**src/rtl/kick_scheduler_if.sv**
```systemverilog
// rtl/kick_scheduler_if.sv - command, ball-detect and pulse-generator signals of the kick scheduler
interface kick_scheduler_if;
  logic       cmd_valid;
  logic [7:0] cmd_strength;
  logic       cmd_auto;
  logic       cmd_cancel;
  logic       ball_det;
  logic       cap_ready;
  logic       kick_en;
  logic [7:0] kick_strength;
  logic       charge_inhibit;
  logic       armed;
  logic       busy;
  logic       done;
  logic       reject;

  modport master (
    output cmd_valid, cmd_strength, cmd_auto, cmd_cancel, ball_det, cap_ready,
    input  kick_en, kick_strength, charge_inhibit, armed, busy, done, reject
  );

  modport slave (
    input  cmd_valid, cmd_strength, cmd_auto, cmd_cancel, ball_det, cap_ready,
    output kick_en, kick_strength, charge_inhibit, armed, busy, done, reject
  );
endinterface

```
**src/rtl/kick_scheduler.sv**
```systemverilog
// rtl/kick_scheduler.sv - kick sequencer: arm/fire on ball detect, capacitor gating, pulse timing, cooldown
module kick_scheduler #(
  parameter int UNIT_CYC        = 2502,
  parameter int EN_HOLD         = 4,
  parameter int GUARD_CYC       = 2502,
  parameter int COOLDOWN_CYC    = 12_500_000,
  parameter int DEBOUNCE_CYC    = 16,
  parameter int ARM_TIMEOUT_CYC = 250_000_000
) (
  input  logic             clk0,
  input  logic             rst,
  kick_scheduler_if.slave  kif
);

  localparam int          DW        = $clog2(DEBOUNCE_CYC + 2);
  localparam logic [31:0] UNIT_W    = 32'(UNIT_CYC);
  localparam logic [31:0] GUARD_W   = 32'(GUARD_CYC);
  localparam logic [31:0] FIRE_LOAD = 32'(EN_HOLD - 1);
  localparam logic [31:0] COOL_LOAD = 32'(COOLDOWN_CYC - 1);
  localparam logic [31:0] ARM_LOAD  = 32'(ARM_TIMEOUT_CYC - 1);

  typedef enum logic [2:0] {S_IDLE, S_ARMED, S_FIRE, S_PULSE, S_COOL} state_e;

  state_e      state_q, state_d;
  logic [31:0] cnt_q, cnt_d;
  logic [31:0] pulse_len_q, pulse_len_d;
  logic [7:0]  strength_q, strength_d;
  logic        kick_en_q, kick_en_d;
  logic        inhibit_q, inhibit_d;
  logic        armed_q, armed_d;
  logic        busy_q, busy_d;
  logic        done_q, done_d;
  logic        reject_q, reject_d;

  logic [1:0]    sync_q;
  logic [DW-1:0] deb_q;
  logic          ball_ok;

  // Debounce counts consecutive synchronized-high samples and saturates at the threshold
  assign ball_ok = (deb_q == DEBOUNCE_CYC[DW-1:0]);

  always_ff @(posedge clk0) begin
    if (rst) begin
      sync_q <= '0;
      deb_q  <= '0;
    end else begin
      sync_q <= {sync_q[0], kif.ball_det};
      if (!sync_q[1]) begin
        deb_q <= '0;
      end else if (!ball_ok) begin
        deb_q <= deb_q + 1'b1;
      end
    end
  end

  always_ff @(posedge clk0) begin
    if (rst) begin
      state_q     <= S_IDLE;
      cnt_q       <= '0;
      pulse_len_q <= '0;
      strength_q  <= '0;
      kick_en_q   <= 1'b0;
      inhibit_q   <= 1'b0;
      armed_q     <= 1'b0;
      busy_q      <= 1'b0;
      done_q      <= 1'b0;
      reject_q    <= 1'b0;
    end else begin
      state_q     <= state_d;
      cnt_q       <= cnt_d;
      pulse_len_q <= pulse_len_d;
      strength_q  <= strength_d;
      kick_en_q   <= kick_en_d;
      inhibit_q   <= inhibit_d;
      armed_q     <= armed_d;
      busy_q      <= busy_d;
      done_q      <= done_d;
      reject_q    <= reject_d;
    end
  end

  always_comb begin
    state_d    = state_q;
    strength_d = strength_q;
    reject_d   = 1'b0;
    cnt_d      = (cnt_q != 32'd0) ? cnt_q - 32'd1 : cnt_q;
    case (state_q)
      S_IDLE, S_ARMED: begin
        // A command in ARMED outranks cancel, ball detect and timeout in the same cycle
        if (kif.cmd_valid) begin
          if (kif.cmd_strength[6:0] == 7'd0) begin
            reject_d = 1'b1;
          end else if (kif.cmd_auto) begin
            state_d    = S_ARMED;
            strength_d = kif.cmd_strength;
            cnt_d      = ARM_LOAD;
          end else if (kif.cap_ready) begin
            state_d    = S_FIRE;
            strength_d = kif.cmd_strength;
            cnt_d      = FIRE_LOAD;
          end else begin
            reject_d = 1'b1;
          end
        end else if (state_q == S_ARMED) begin
          if (kif.cmd_cancel) begin
            state_d = S_IDLE;
          end else if (ball_ok && kif.cap_ready) begin
            state_d = S_FIRE;
            cnt_d   = FIRE_LOAD;
          end else if ((ARM_TIMEOUT_CYC != 0) && (cnt_q == 32'd0)) begin
            state_d = S_IDLE;
          end
        end
      end
      S_FIRE: begin
        reject_d = kif.cmd_valid;
        if (cnt_q == 32'd0) begin
          state_d = S_PULSE;
          cnt_d   = pulse_len_q - 32'd1;
        end
      end
      S_PULSE: begin
        reject_d = kif.cmd_valid;
        if (cnt_q == 32'd0) begin
          state_d = S_COOL;
          cnt_d   = COOL_LOAD;
        end
      end
      S_COOL: begin
        reject_d = kif.cmd_valid;
        if (cnt_q == 32'd0) begin
          state_d = S_IDLE;
        end
      end
      default: state_d = S_IDLE;
    endcase
  end

  // Outputs are registered from the next state so they line up with the state register
  always_comb begin
    kick_en_d   = (state_d == S_FIRE);
    inhibit_d   = (state_d == S_FIRE) || (state_d == S_PULSE);
    armed_d     = (state_d == S_ARMED);
    busy_d      = (state_d == S_FIRE) || (state_d == S_PULSE) || (state_d == S_COOL);
    done_d      = (state_d == S_COOL) && (state_q != S_COOL);
    pulse_len_d = pulse_len_q;
    if ((state_d == S_FIRE) && (state_q != S_FIRE)) begin
      pulse_len_d = {25'd0, strength_d[6:0]} * UNIT_W + GUARD_W;
    end
  end

  assign kif.kick_en        = kick_en_q;
  assign kif.kick_strength  = strength_q;
  assign kif.charge_inhibit = inhibit_q;
  assign kif.armed          = armed_q;
  assign kif.busy           = busy_q;
  assign kif.done           = done_q;
  assign kif.reject         = reject_q;

endmodule

```
**src/flat_wrapper.sv**
```systemverilog
// flat-port wrapper written by rule: the top's interface ports become plain ports
module kick_scheduler_flat 
#(
  parameter int UNIT_CYC        = 2502,
  parameter int EN_HOLD         = 4,
  parameter int GUARD_CYC       = 2502,
  parameter int COOLDOWN_CYC    = 12_500_000,
  parameter int DEBOUNCE_CYC    = 16,
  parameter int ARM_TIMEOUT_CYC = 250_000_000
)
  (clk0, rst, kif_cmd_valid, kif_cmd_strength, kif_cmd_auto, kif_cmd_cancel, kif_ball_det, kif_cap_ready, kif_kick_en, kif_kick_strength, kif_charge_inhibit, kif_armed, kif_busy, kif_done, kif_reject);
  kick_scheduler_if kif_i ();
  input  logic clk0;
  input  logic rst;
  input wire logic [$bits(kif_i.cmd_valid)-1:0] kif_cmd_valid;
  input wire logic [$bits(kif_i.cmd_strength)-1:0] kif_cmd_strength;
  input wire logic [$bits(kif_i.cmd_auto)-1:0] kif_cmd_auto;
  input wire logic [$bits(kif_i.cmd_cancel)-1:0] kif_cmd_cancel;
  input wire logic [$bits(kif_i.ball_det)-1:0] kif_ball_det;
  input wire logic [$bits(kif_i.cap_ready)-1:0] kif_cap_ready;
  output wire logic [$bits(kif_i.kick_en)-1:0] kif_kick_en;
  output wire logic [$bits(kif_i.kick_strength)-1:0] kif_kick_strength;
  output wire logic [$bits(kif_i.charge_inhibit)-1:0] kif_charge_inhibit;
  output wire logic [$bits(kif_i.armed)-1:0] kif_armed;
  output wire logic [$bits(kif_i.busy)-1:0] kif_busy;
  output wire logic [$bits(kif_i.done)-1:0] kif_done;
  output wire logic [$bits(kif_i.reject)-1:0] kif_reject;
  assign kif_i.cmd_valid = kif_cmd_valid;
  assign kif_i.cmd_strength = kif_cmd_strength;
  assign kif_i.cmd_auto = kif_cmd_auto;
  assign kif_i.cmd_cancel = kif_cmd_cancel;
  assign kif_i.ball_det = kif_ball_det;
  assign kif_i.cap_ready = kif_cap_ready;
  assign kif_kick_en = kif_i.kick_en;
  assign kif_kick_strength = kif_i.kick_strength;
  assign kif_charge_inhibit = kif_i.charge_inhibit;
  assign kif_armed = kif_i.armed;
  assign kif_busy = kif_i.busy;
  assign kif_done = kif_i.done;
  assign kif_reject = kif_i.reject;
  kick_scheduler #(.UNIT_CYC(UNIT_CYC), .EN_HOLD(EN_HOLD), .GUARD_CYC(GUARD_CYC), .COOLDOWN_CYC(COOLDOWN_CYC), .DEBOUNCE_CYC(DEBOUNCE_CYC), .ARM_TIMEOUT_CYC(ARM_TIMEOUT_CYC)) u_core (.clk0(clk0), .rst(rst), .kif(kif_i));
endmodule
```
**config.mk**
```make
export PLATFORM = sky130hd
export DESIGN_NAME = kick_scheduler_flat
export DESIGN_NICKNAME = d
export VERILOG_FILES = /design/src/rtl/kick_scheduler_if.sv /design/src/rtl/kick_scheduler.sv /design/src/flat_wrapper.sv
export SDC_FILE = /design/constraint.sdc
export NUM_CORES = 1
export LEC_CHECK = 0
export CORE_ASPECT_RATIO = 1.25
export CORE_MARGIN = 2
export CORE_UTILIZATION = 46
export DETAILED_ROUTE_END_ITERATION = 6
export PLACE_DENSITY = 0.64
export SLEW_MARGIN = 30
export SYNTH_ARGS = -nofsm -noshare
export SYNTH_HDL_FRONTEND = slang
export SYNTH_SLANG_ARGS = --single-unit
```
**constraint.sdc**
```tcl
create_clock -name clk0 -period 6.4 [get_ports clk0]
set_input_delay 1.28 -clock clk0 [delete_from_list [all_inputs] [get_ports clk0]]
set_output_delay 1.28 -clock clk0 [all_outputs]
set_load 0.05 [all_outputs]
```
==> results of run 1 <==
-- where the power goes --
| group | switching [mW] | leakage, nW | internal (mW) |
|---|---|---|---|
| clock | 0.202 | 0.165 | 0.380 |
| combinational | 0.666 | 2.42 | 0.641 |
| sequential | 0.0514 | 0.614 | 0.513 |
-- worst max-delay path, stage by stage --
cell,delay (ns)
clkdlybuf4s50_1,0.42
or3_4,0.40
or2_4,0.25
nand3_4,0.16
buf_6,0.14
mux2i_4,0.22
inv_2,0.07
ha_4,0.21
ha_1,0.17
or2_2,0.31
fa_1,0.46
ha_1,0.29
ha_2,0.33
nand4_1,0.11
a221oi_2,0.18
buf_4,0.16
o41ai_4,0.07
buf_4,0.16
buf_4,0.14
xnor2_4,0.17
nand3_4,0.12
nor4b_4,0.31
xor2_1,0.17
a211oi_1,0.08
-- cell families (layout without fill, tap and decap cells) --
group,after synthesis,in the layout
xor gates and xnor gates,74,74
adders and majority gates,57,57
DFF,75,75
AOI/OAI and AO/OA,150,150
muxes,9,9
and+or+nand+nor,282,282
buffers and inverters,67,172
-- timing repair --
action	4_1_cts	5_1_grt
setup endpoints to repair	6	5
resized for setup	31	15
pin swaps	8	14
setup buffers	4	2
-- cell type report --
cell class / instances / share of cell area (%)
Clock buffer: 9 / 2.99
Clock inverter: 7 / 1.55
Tap cell: 164 / 2.73
Timing Repair Buffer: 113 / 12.4
Multi-Input combinational cell: 572 / 58.2
Inverter: 43 / 2.14
Sequential cell: 75 / 20.0
-- flip-flops by register name, summed over array words and instances, names as in the netlist --
signal and count:
u_core.kif.armed 1, u_core.kif.charge_inhibit 1, u_core.cnt_q 32, u_core.kif.done 1, u_core.kif.reject 1, u_core.pulse_len_q 19
u_core.sync_q 2, u_core.deb_q 5, u_core.kif.kick_en 1, u_core.kif.busy 1, u_core.state_q 3, u_core.kif.kick_strength 8
-- Yosys cell counts, drive strengths merged (5+ instances only) --
library cell	count
nand4	6
xnor2	35
nand3	20
a211oi	14
buf	7
nor2b	9
fa	9
ha	48
nor3	26
dfxtp	75
clkbuf	17
and2	6
xor2	39
nor3b	5
nor2	84
nand2b	8
nand3b	7
a21oi	43
a31oi	5
inv	43
or4	10
a221oi	5
mux2i	8
nand2	63
o21ai	31
or2	7
nor4	15
a21o	13
-- layout by cell type (no fill, tap or decap), types with 5 or more instances in the layout --
master	count
xnor2_1	33
inv_1	39
fa_1	9
xor2_1	38
nor4_1	14
nor2b_1	9
nand2_1	61
nor3_1	22
a31oi_1	5
nand2b_1	8
or4_4	5
or4_1	5
dfxtp_1	75
nand4_1	6
nand3_1	18
nor2_1	82
clkdlybuf4s50_1	23
a211oi_1	14
clkbuf_16	9
o21ai_0	27
buf_4	81
a21oi_1	41
ha_1	36
a21o_1	13
ha_4	11
and2_1	6
nand3b_1	7
or2_2	5
-- metal layers --
metal | global-route usage, % | vias to the layer above
li1 | - | 2733
met1 | 25.3 | 2616
met2 | 44.1 | 133
met3 | 2.72 | 26
met4 | 8.74 | 0
met5 | 0 | -
-- worst paths after layout --
check | from | to | slack, ns | cells after the start
hold / removal | u_core.sync_q[0] | u_core.sync_q[1] | 0.44 | 1
setup reg to reg | u_core.state_q[2] | u_core.pulse_len_q[17] | 1.24 | 22
setup / recovery | kif_cmd_strength[0] | u_core.pulse_len_q[17] | 0.20 | 24
hold reg to reg | u_core.sync_q[0] | u_core.sync_q[1] | 0.44 | 1
==> results.toml, run 1 <==
[run_status]
status = "finished clean"

[timing]
fin_skew_ns = 0.00971
setup_viol = 0
fin_crit_sh_pct = 96.8
fmax_ghz = 0.161
maxSlewViolCount = 0
layout_setup_ws_ns = 0.204
final_hold_viol_count = 0
setup_tns_ns = 0
max_slew.worst_pin.slew_ns = 0.905
layout_min_cycle_time_ns = 6.20
whs_ns = 0.439
slew_headroom_pct = 39.4

[drt]
vias = 5508
wl_met3_um = 555
drc = 0
via_per_inst = 5.60
wl_met2_um = 8380
ant_nets = 0
dr.pass1.iters = 5
highest_layer = "met4"
wl_met1_um = 6320
drt_iter0_drc = 275
wl_per_cell_um = 15.9
drt-total-wl_um = 15600

[final_layout]
post-route-util_pct = 61.6
regArea_mm2 = 0.00150
fin_cells = 983
fillers = 1074
multi_input_area_mm2 = 0.00438
nets = 886
syn_to_final_growth_pct = 29.9
diodes = 0
post_route_cells_drive_above_1_share_pct = 20.4
fin_area_mm2 = 0.00753

[synthesis]
synth_top_family_by_area = "simple AND/OR/NAND/NOR gates"
syn_area_mm2 = 0.00579
muxShareOfSynthArea_pct = 1.58
ys_warn_count = 0
synth_xor_area_share_pct = 11.2
synth-simple-area-share_pct = 25.8
seq_area_frac_synth_pct = 25.9
post-synth-top-area-cell = "dfxtp_1"
synth_adder_area_share_pct = 13.5
ys_ff_latch = 75
synthFlopType = "dfxtp_1"
synth-edff-count = 0
synth.distinct_cells = 80
synth.avg_cell_area_um2 = 8.12
synthCells = 714
synth_area_leaders = "dfxtp_1 (26%), ha_1 (10%), xor2_1 (5.9%)"
synth-compound-area-share_pct = 17.4
async_reset_ff_share_pct = 0
synth_nets = 786
synth_top_cell_area_share_pct = 25.9

[clocking]
numClockSinks = 75
ctsRootBufferMaster = "clkbuf_16"
numCtsBuffers = 9
clk_pin_slew_ns = 0.06
htreeDepth = 3
cts_hold_buf = 0
clk_latency_ns = 0.33
clock_path_buffers = 2
cts_tree = "yes"

[worst_setup_path]
critPathArrivalTime_ns = 6.38
cp_max_fo = 6
worstSetupPathType = "primary input to flip-flop"
start_kind = "primary input"
endpoint_kind = "flip-flop"
worstPathRequired_ns = 6.58

[place]
hpwl_um = 12000
place.gp.congestion = 0.919
portBuffers = 28
preCtsSetupSlack_ns = -0.589
placed_area_mm2 = 0.00682
dp_cells = 961

[flow_run]
max-cap-violations = 0

[pwr]
total_power_mw = 2.45
p_per_area_mw_per_mm2 = 326
vdd_ir_drop_max_mv = 0.212
leakage_nw = 3.19

[global_routing]
grt_pass1_vias = 5474
antenna_found_initial = 0
grt_max_degree = 39
grt_pass1_wl_um = 25000
grt-ovfl-total = 0
grtUsageTotal_pct = 22.7

[die]
num_rows = 45
die_w_um = 104
die_h_um = 129
die_area_mm2 = 0.0135
coreArea_mm2 = 0.0122
initial_core_util_pct = 47.4
io_pins = 29

[worst_hold_path]
hp-class = "flip-flop to flip-flop"
No activity file was read; power rests on OpenSTA's default activity.
==> run 2: changes to the inputs <==
CORE_MARGIN = not set   (was 2)
SETUP_SLACK_MARGIN = 0.3   (was not set)
==> run 2 against run 1 <==
Critical path depth shrank 3. Critical path type unchanged. Die area shrank 3.4%. Global-route usage grew 1.5 points. Setup slack gained 0.23 ns.
==> results.toml, run 2 (same netlist as run 1, synthesis figures left out) <==
[worst_setup_path]
crit_buf_inv = 5
cpLargestDelayFamily = "adder cells"
cp_cell_sequence = "buf_6, or4_4, or2_4, nand3_4, buf_6, mux2_4, ha_4, ha_4, inv_2, fa_1, fa_1, inv_2, ha_4, a211o_1, o32ai_4, o2111ai_1, nor3b_4, buf_4, nor3_4, a21oi_1, a311o_1"
critPathArrivalTime_ns = 6.19
worstPathRequired_ns = 6.62
cp_max_fo = 5
slowest_delay_ns = 0.53
start_kind = "primary input"
path_depth = 21
slowest_stage = "or4_4"
worstSetupPathType = "primary input to flip-flop"
rr_worst_depth = 20
cpMostUsedCell = "ha_4"
endpoint_kind = "flip-flop"

[global_routing]
grtUsageTotal_pct = 24.2
grt_pass1_wl_um = 25000
grt-ovfl-total = 0
antenna_found_initial = 0
grt_pass1_vias = 5399
grt_max_degree = 37

[timing]
whs_ns = 0.443
setup_viol = 0
slew_headroom_pct = 35.7
setup_tns_ns = 0
fmax_ghz = 0.168
maxSlewViolCount = 0
fin_skew_ns = 0.0106
layout_min_cycle_time_ns = 5.97
fin_crit_sh_pct = 93.3
max_slew.worst_pin.slew_ns = 0.961
rsz0062_at_grt = "true"
final_hold_viol_count = 0

[final_layout]
fin_cells = 985
fillers = 1091
multi_input_area_mm2 = 0.00444
largest_reg_flops = 32
nets = 888
syn_to_final_growth_pct = 30.2
post_route_cells_drive_above_1_share_pct = 22.5
diodes = 0
layout_commonest_cell = "buf_4"
fin_area_mm2 = 0.00754
regArea_mm2 = 0.00150
top_register = "u_core.cnt_q"
mostFrequentLayoutCells = "buf_4 (84), nor2_1 (81), dfxtp_1 (75), nand2_1 (60), xor2_1 (38)"

[pwr]
p_per_area_mw_per_mm2 = 315
pwr-share-seq_pct = 23.9
power_frac_clock_pct = 21.1
switchingPower_mw = 0.926
leakage_nw = 3.18
p_sw_share_pct = 39.0
p_int_mw = 1.45
total_power_mw = 2.37
vdd_ir_drop_max_mv = 0.203
comb_power_share_pct = 55.0

[clocking]
numClockSinks = 75
clk_pin_slew_ns = 0.06
clock_path_buffers = 2
cts_hold_buf = 0
clk_latency_ns = 0.34
numCtsBuffers = 9
cts_tree = "yes"
ctsRootBufferMaster = "clkbuf_16"
htreeDepth = 3

[die]
coreArea_mm2 = 0.0122
die_h_um = 127
initial_core_util_pct = 47.4
io_pins = 29
die_w_um = 102
die_area_mm2 = 0.0131
num_rows = 45

[drt]
vias = 5483
drt_iter0_drc = 281
via_per_inst = 5.57
dr.pass1.iters = 5
drc = 0
wl_per_cell_um = 15.6
drt-total-wl_um = 15400
ant_nets = 0

[run_status]
status = "finished clean"

[flow_run]
max-cap-violations = 0

[place]
hpwl_um = 11800
placed_area_mm2 = 0.00693
portBuffers = 28
place.gp.congestion = 0.886
dp_cells = 950

[worst_hold_path]
holdPathStages = 1
hp-class = "flip-flop to flip-flop"
==> run 2: changes by cell type in the layout (fill, tap and decap cells not counted), sizes merged <==
cell / previous run / this run
clkdlybuf4s15: 0 / 3
clkdlybuf4s50: 23 / 18
clkinv: 3 / 4
buf: 86 / 91
dlygate4sd2: 3 / 1
dlymetal6s2s: 1 / 2
clkinvlp: 1 / 2
bufinv: 3 / 1
==> run 2: path summary, 6_finish.rpt <==
path / startpoint / to / slack [ns]
worst max-delay path: kif_cmd_strength[6] / u_core.pulse_len_q[18] / 0.43
worst min-delay path: u_core.sync_q[0] / u_core.sync_q[1] / 0.44
worst max register to register: u_core.state_q[2] / u_core.pulse_len_q[18] / 1.33
worst min register to register: u_core.sync_q[0] / u_core.sync_q[1] / 0.44
==> run 2: what timing repair did <==
action / 4_1_cts / 5_1_grt
endpoints found under the setup margin: 6 / 8
resized for setup: 30 / 20
buffers inserted: 12 / 7
pin swaps: 20 / 20
==> run 2: per-stage QoR <==
stage | setup WS, ns | util [%]
after detailed placement | -0.288 | 56.7
after global routing | 0.267 | 61.8
after CTS | 0.303 | 60.7
final | 0.430 | 61.8
after floorplan | 0.288 | -
after global placement | -0.196 | 56.7
==> run 2: area by class of cell <==
class / instances / share of cell area, %
inverters: 43 / 2.14
well taps: 164 / 2.72
flip-flops and latches: 75 / 19.9
clock buffers: 9 / 2.99
clock inverters: 7 / 0.912
multi-input cells: 572 / 58.9
repair buffers: 115 / 12.5
==> run 2: per-layer routing <==
layer / vias up / routed length (um) / GRT usage, %
li1: 2736 / - / -
met1: 2577 / 6200 / 27.4
met2: 129 / 8220 / 44.4
met3: 41 / 484 / 2.90
met4: 0 / 510 / 10.9
met5: - / 0 / 0
==> run 2: worst reg2reg max path, stage by stage, from the launching register on <==
cell and delay [ns]:
dfxtp_1 0.66, nor3_1 0.12, buf_4 0.18, nand3_4 0.09, buf_6 0.13, mux2_4 0.33
ha_4 0.26, ha_4 0.26, inv_2 0.03, fa_1 0.45, fa_1 0.53, inv_2 0.05
ha_4 0.22, a211o_1 0.32, o32ai_4 0.30, o2111ai_1 0.16, nor3b_4 0.17, buf_4 0.17
nor3_4 0.17, a21oi_1 0.08, a311o_1 0.27
==> run 2: power by group through the flow <==
stage / Clock [mW] / Sequential [mW] / Combinational [mW]
2_1_floorplan: 0 / 0.578 / 0.845
3_3_place_gp: 0 / 0.573 / 1.20
3_5_place_dp: 0 / 0.576 / 1.22
4_1_cts: 0.508 / 0.565 / 1.28
5_1_grt: 0.528 / 0.573 / 1.43
6_report: 0.502 / 0.567 / 1.31
==> run 3: changes to the inputs <==
CORE_UTILIZATION = 45   (was 46)
PLACE_DENSITY = 0.63   (was 0.64)
SKIP_CTS_REPAIR_TIMING = 1   (was not set)
==> run 3 against run 2 <==
Global-route usage fell by 0.79 points. Worst hold slack improved by 0.0053 ns. Die area rose by 2.2%. Clock-buffer cell count did not move. Largest power group unchanged.
==> results.toml, run 3 (same netlist as run 1, synthesis figures left out) <==
[run_status]
status = "finished clean"

[place]
hpwl_um = 12000
portBuffers = 28
place.gp.congestion = 0.890

[pwr]
comb_power_share_pct = 52.7
switchingPower_mw = 0.931
p_per_area_mw_per_mm2 = 326
p_int_mw = 1.52
total_power_mw = 2.45
leakage_nw = 3.18
p_sw_share_pct = 37.9
pwr-share-seq_pct = 23.0
vdd_ir_drop_max_mv = 0.186
power_frac_clock_pct = 24.3

[worst_setup_path]
reg2reg_to = "u_core.pulse_len_q[18]"
critPathArrivalTime_ns = 6.39
r2r_setup_slack_ns = 1.17
cp_cell_sequence = "buf_6, or4_4, or2_4, nand3_4, mux2i_4, inv_2, ha_4, ha_4, inv_2, fa_1, fa_1, inv_2, ha_4, nand4_1, a221oi_2, o41ai_2, buf_4, mux2i_4, a2111oi_4, buf_4, nor3_4, a311o_1"
cpLargestDelayFamily = "adder cells"
rr_worst_depth = 21
worstPathRequired_ns = 6.63
slowest_stage = "or4_4"
cp_max_fo = 6
timing.rr.start = "u_core.state_q[2]"
endpoint_kind = "flip-flop"
crit_buf_inv = 6
start_kind = "primary input"
slowest_delay_ns = 0.52
worstSetupPathType = "primary input to flip-flop"

[clocking]
clk_pin_slew_ns = 0.06
htreeDepth = 3
cts_tree = "yes"
clock_path_buffers = 2
numCtsBuffers = 9
ctsRootBufferMaster = "clkbuf_16"
clk_latency_ns = 0.34
numClockSinks = 75

[drt]
wl_per_cell_um = 15.7
drt-total-wl_um = 15400
vias = 5425
dr.pass1.iters = 5
via_per_inst = 5.54
ant_nets = 0
drc = 0
drt_iter0_drc = 274

[timing]
max_slew.worst_pin.slew_ns = 0.941
fin_skew_ns = 0.00971
layout_min_cycle_time_ns = 6.16
setup_tns_ns = 0
final_hold_viol_count = 0
fin_crit_sh_pct = 96.3
fmax_ghz = 0.162
slew_headroom_pct = 37.1
setup_viol = 0
rsz0062_at_grt = "true"
maxSlewViolCount = 0

[final_layout]
layout_commonest_cell = "nor2_1"
diodes = 0
syn_to_final_growth_pct = 30.0
post_route_cells_drive_above_1_share_pct = 21.7
nets = 878
largest_reg_flops = 32
top_register = "u_core.cnt_q"
mostFrequentLayoutCells = "nor2_1 (79), dfxtp_1 (75), buf_4 (74), nand2_1 (61)"
fillers = 1106

[die]
io_pins = 29
die_area_mm2 = 0.0133
initial_core_util_pct = 46.0
num_rows = 46
die_w_um = 103
coreArea_mm2 = 0.0126
die_h_um = 129

[global_routing]
grt-ovfl-total = 0
grtUsageTotal_pct = 23.4
antenna_found_initial = 0
grt_max_degree = 41
grt_pass1_wl_um = 24100
grt_pass1_vias = 5106

[worst_hold_path]
holdPathStages = 1
hp-class = "flip-flop to flip-flop"
hp-start = "u_core.sync_q[0]"
hold_end = "u_core.sync_q[1]"

[flow_run]
max-cap-violations = 0
-- run 3: how the worst max path moves through the flow --
stage / from / endpoint / slack (ns) / cells after the start
floorplan: kif_cmd_strength[3] / u_core.pulse_len_q[18] / 0.29 / 20
global placement: kif_cmd_strength[3] / u_core.pulse_len_q[17] / -0.21 / 22
detailed placement: kif_cmd_strength[3] / u_core.pulse_len_q[18] / -0.40 / 22
CTS: kif_cmd_strength[3] / u_core.pulse_len_q[18] / -0.04 / 22
global route: kif_cmd_strength[6] / u_core.pulse_len_q[18] / 0.06 / 22
finish: kif_cmd_strength[6] / u_core.pulse_len_q[18] / 0.24 / 22
-- run 3: per-layer routing --
metal  GRT usage [%]  vias to the layer above  part of all wire, %  wire (um)
li1                -                     2711                    -          -
met1            26.0                     2540                   40       6120
met2            42.6                      136                   53       8170
met3            3.86                       38                  3.3        514
met4            10.9                        0                  3.8        583
met5               0                        -                    0          0
-- run 3: final cells by class --
type,instances,area (um^2),area share (%)
inverter,43,161,2.14
multi-input combinational,572,4440,58.9
timing repair buffer,105,875,11.6
clock buffer,9,225,2.99
clock inverter,7,124,1.64
sequential,75,1500,19.9
tap,168,210,2.79
-- run 3: per-stage QoR --
step | worst slack [ns] | instance area, um^2 | hold slack [ns] | std cells | utilization [%]
2_1_floorplan | 0.288 | 6060 | 0.414 | 714 | -
3_3_place_gp | -0.208 | 6950 | 0.423 | 955 | 55.1
3_5_place_dp | -0.396 | 6950 | 0.438 | 955 | 55.1
4_1_cts | -0.0434 | 7290 | 0.452 | 971 | 57.9
5_1_grt | 0.0569 | 7530 | 0.469 | 979 | 59.8
6_report | 0.237 | 7530 | 0.448 | 979 | 59.8
-- run 3: power by group through the flow --
stage	logic (mW)	clock network [mW]	registers, mW
final	1.29	0.596	0.564
after global routing	1.42	0.623	0.569
after CTS	1.23	0.602	0.562
after detailed placement	1.22	0	0.572
after global placement	1.20	0	0.570
after floorplan	0.845	0	0.578
